--- config.mk ---
export PLATFORM = sky130hd
export DESIGN_NAME = blink_pattern_seq
export DESIGN_NICKNAME = d
export VERILOG_FILES = /design/src/rtl/blink_pattern_seq.sv
export SDC_FILE = /design/constraint.sdc
export NUM_CORES = 1
export LEC_CHECK = 0
export CORE_MARGIN = 2
export CORE_UTILIZATION = 30
export CTS_CLUSTER_DIAMETER = 200
export DETAILED_ROUTE_END_ITERATION = 16
export MAX_ROUTING_LAYER = met4
export PLACE_DENSITY = 0.52
export SKIP_LAST_GASP = 1
export SYNTH_ARGS = -nofsm -noshare
export SYNTH_HDL_FRONTEND = slang
export SYNTH_SLANG_ARGS = --single-unit
--- constraint.sdc ---
create_clock -name clk -period 2.5 [get_ports clk]
set_input_delay 0.5 -clock clk [delete_from_list [all_inputs] [get_ports clk]]
set_output_delay 0.5 -clock clk [all_outputs]
set_load 0.005 [all_outputs]
--- src/rtl/blink_pattern_seq.sv ---
// Plays a loaded bit pattern onto led_out, one bit per upstream tick, repeating
// it pat_reps+1 times, then pulses done. Patterns are loaded via valid/ready.
module blink_pattern_seq #(
  parameter int PBITS = 16,
  parameter int RBITS = 4
) (
  input  logic             clk,
  input  logic             rst,
  input  logic             tick,
  input  logic             stop,
  input  logic             pat_valid,
  output logic             pat_ready,
  input  logic [PBITS-1:0] pat_data,
  input  logic [RBITS-1:0] pat_reps,
  output logic             led_out,
  output logic             busy,
  output logic             done
);

  localparam int IW = $clog2(PBITS);

  typedef enum logic [1:0] {IDLE, ARM, RUN} state_t;

  state_t           state_q, state_d;
  logic [PBITS-1:0] pat_q, pat_d;
  logic [IW-1:0]    idx_q, idx_d;
  logic [RBITS-1:0] rep_q, rep_d;
  logic             led_d, done_d;

  always_ff @(posedge clk or posedge rst) begin
    if (rst) begin
      state_q <= IDLE;
      pat_q   <= '0;
      idx_q   <= '0;
      rep_q   <= '0;
      led_out <= 1'b0;
      done    <= 1'b0;
    end else begin
      state_q <= state_d;
      pat_q   <= pat_d;
      idx_q   <= idx_d;
      rep_q   <= rep_d;
      led_out <= led_d;
      done    <= done_d;
    end
  end

  always_comb begin
    state_d = state_q;
    pat_d   = pat_q;
    idx_d   = idx_q;
    rep_d   = rep_q;
    led_d   = led_out;
    done_d  = 1'b0;
    case (state_q)
      IDLE: begin
        led_d = 1'b0;
        if (pat_valid && pat_ready) begin
          pat_d   = pat_data;
          rep_d   = pat_reps;
          idx_d   = '0;
          state_d = ARM;
        end
      end
      ARM: begin
        if (stop) begin
          led_d   = 1'b0;
          state_d = IDLE;
        end else if (tick) begin
          led_d   = pat_q[0];
          idx_d   = IW'(1);
          state_d = RUN;
        end
      end
      RUN: begin
        if (stop) begin
          led_d   = 1'b0;
          state_d = IDLE;
        end else if (tick) begin
          if (idx_q != '0) begin
            led_d = pat_q[idx_q];
            // explicit wrap keeps non-power-of-2 pattern lengths legal
            idx_d = (idx_q == IW'(PBITS - 1)) ? '0 : idx_q + IW'(1);
          end else if (rep_q != '0) begin
            led_d = pat_q[0];
            idx_d = IW'(1);
            rep_d = rep_q - RBITS'(1);
          end else begin
            led_d   = 1'b0;
            done_d  = 1'b1;
            state_d = IDLE;
          end
        end
      end
      default: state_d = IDLE;
    endcase
  end

  always_comb begin
    pat_ready = (state_q == IDLE) && !rst;
    busy      = (state_q != IDLE);
  end

endmodule
==> impl_metrics.csv <==
group,metric,value,unit
run_status,status,"finished, final reports clean",
layout,final_cell_mix,"28 x dfrtp_1, 28 x clkdlybuf4s50_1, 18 x mux2_2",
sta,final_max_slew_viol_count,0,
global_route,grt_usage,11.99,%
pwr,p_leak,0.8869,nW
sta,fmax,455.0,MHz
sta,fin_skew,0.004318,ns
layout,fill_cells,526,
layout,nets,225,
clocking,ctsResizeCount,0,
global_route,antenna_found_initial,0,
global_route,grt_pass1_wl,5733,µm
placed_design,dpl.hpwl,2549,µm
die,core-area,5439,µm²
min_path,hold_class,"register to register",
placed_design,place_inst,259,
critical_path,cp.depth,5,
clocking,cts.hold.buffers_added,0,
min_path,min-delay-start,"pat_q[9]",
pwr,pwr-share-clk,14.3,%
critical_path,rr_worst_depth,7,
sta,hold_violations,0,
clocking,numCtsBuffers,3,
critical_path,crit_top_cell,"inv_1",
clocking,clk_pin_slew,0.09,ns
synthesis,syn_inst,160,
critical_path,worstPathArrival,1.70,ns
synthesis,synth-seq-cells,28,
layout,drive_gt1_share,18.85,%
min_path,whs_path_depth,1,
critical_path,regToRegEndpoint,"rep_q[2]",
layout,stdcell_count,263,
die,die_x,78.48,µm
pwr,ir_worst_vdd,0.3434,mV
critical_path,crit_chain,"inv_1 > ha_1 > inv_1 > nor2_1 > clkdlybuf4s50_1",
global_route,overflow,0,
synthesis,async_reset_ff_share,100.0,%
clocking,clk_latency,0.27,ns
synthesis,ys_seq_area_share,42.11,%
sta,max_slew_margin,73.76,%
critical_path,slowest_delay,0.53,ns
critical_path,cp-end-kind,"primary output",
synthesis,syn-mean-instance-area,10.40,µm²
detailed_routing,drc,0,
detailed_routing,dr.pass1.iters,4,
placed_design,io_buffers,28,
placed_design,routabilityCongestion,0.8593,
pwr,p_per_area,919.2,nW/µm²
sta,rsz0062_at_grt,"false",
sta,worstMarginPinSlew,0.3936,ns
synthesis,synth_edf_count,0,
detailed_routing,drt_iter0_markers,38,
layout,num_antenna_cells,0,
clocking,cts-root-buf,"clkbuf_8",
critical_path,cp.required,2.00,ns
die,die-area,6159,µm²
critical_path,crit_buf_inv,3,
critical_path,critical-path-slowest-cell,"clkdlybuf4s50_1",
pwr,internal_power,0.001242,W
clocking,h-tree-depth,1,
pwr,sequentialPowerShare,39.8,%
die,io_pins,29,
pwr,p_comb_share,45.9,%
die,num_rows,27,
die,die_h,78.48,µm
synthesis,synthFlopType,"dfrtp_1",
clocking,cts_tree,"built",
min_path,hold-path-endpoint,"pat_q[9]",
detailed_routing,routed_wl,3305,µm
clocking,post-cts-setup-buffers,0,
synthesis,synth.distinct_cells,39,
layout,area_growth,25.71,%
critical_path,crit_family,"buffers and inverters",
synthesis,syn-cell-area,1664,µm²
detailed_routing,drtAntennaViolNets,0,
critical_path,critPathLaunchType,"register",
die,initial_core_util,30.60,%
global_route,grt_pass1_vias,1244,
job,cap_violations,0,
global_route,grt_max_degree,29,
sta,min_period_over_period,87.91,%
critical_path,path_class,"register to primary output",
critical_path,r2r_start,"state_q[0]",
detailed_routing,vias,1234,
detailed_routing,vias_per_cell,4.692,
sta,fin_tns_setup,0,ns
critical_path,r2r_setup_slack,0.41,ns
sta,finalSetupViolations,0,
sta,min_period,2.198,ns
synthesis,syn_nets,193,
synthesis,yosysWarnings,0,
pwr,switching_share,35.42,%
clocking,clock_sinks,28,
pwr,power,0.001923,W
critical_path,cp_max_fo,4,
pwr,p_sw,0.0006811,W
clocking,ctsLongestPathBuffers,2,
detailed_routing,wl_per_cell,12.57,µm
routing by layer:
layer / vias up / share of wire [%] / wire [µm] / track usage (%)
met5: - / 0 / 0 / -
met4: 0 / 0.51 / 17 / 2.632
met3: 2 / 3.3 / 109 / 1.839
met2: 25 / 51 / 1688 / 21.03
met1: 584 / 45 / 1491 / 14.65
li1: 623 / - / - / -
state kept, by name (all words and copies together) (netlist names):
signal,flops
idx_q,4
led_out,1
rep_q,4
state_q,2
pat_q,16
done,1
kinds of logic (layout without fill, tap and decap cells):
logic type / count (synthesis) / count (layout) / synth area share (%)
and+or+nand+nor: 42 / 42 / 13.91
AOI/OAI and AO/OA: 36 / 36 / 14.74
DFF: 28 / 28 / 42.11
muxes: 26 / 26 / 17.97
buffers and inverters: 20 / 51 / 5.263
adders and majority gates: 8 / 8 / 6.015
how the worst max path moves through the flow:
stage | from | end
5_1_grt | state_q[0] | rep_q[2]
3_5_place_dp | stop | rep_q[2]
3_3_place_gp | stop | led_out
2_1_floorplan | rst | idx_q[3]
6_report | state_q[0] | pat_ready
4_1_cts | state_q[0] | pat_ready
layout make-up:
class / count / area, µm² / share of cell area [%]
clock buffers: 4 / 55.05 / 2.632
well taps: 72 / 90.09 / 4.306
flip-flops and latches: 28 / 700.7 / 33.49
multi-input cells: 112 / 875.8 / 41.87
repair buffers: 33 / 317.8 / 15.19
inverters: 14 / 52.55 / 2.512
power by group through the flow:
stage | Combinational (W) | Clock, W | Sequential (W)
after floorplan | 0.000661 | 0 | 0.000746
final | 0.000883 | 0.000274 | 0.000766
after CTS | 0.000899 | 0.000294 | 0.000767
after global placement | 0.000868 | 0 | 0.000766
after detailed placement | 0.000897 | 0 | 0.000776
after global routing | 0.000995 | 0.000310 | 0.000790
cells in the mapped netlist (all sizes together), types with 4 or more instances:
master	instances	area share (%)
nor2	7	1.6
nand2	12	2.7
buf	6	2.1
dfrtp	28	42
nor3	6	2.1
mux2i	7	4.2
nor2b	4	1.5
inv	14	3.2
o21ai	12	3.8
ha	8	6.0
mux2	18	12
a21oi	10	3.2
metrics by stage:
stage	hold WS [ns]	util, %	instance area (µm²)	setup slack, ns
2_1_floorplan	0.4691	-	1664	0.5027
3_5_place_dp	0.4880	37.45	2037	0.3356
6_report	0.5022	38.46	2092	0.3021
3_3_place_gp	0.4844	37.45	2037	0.4028
4_1_cts	0.5108	38.46	2092	0.2786
5_1_grt	0.5258	38.46	2092	0.08912
Power figures use the tool's default switching activity.
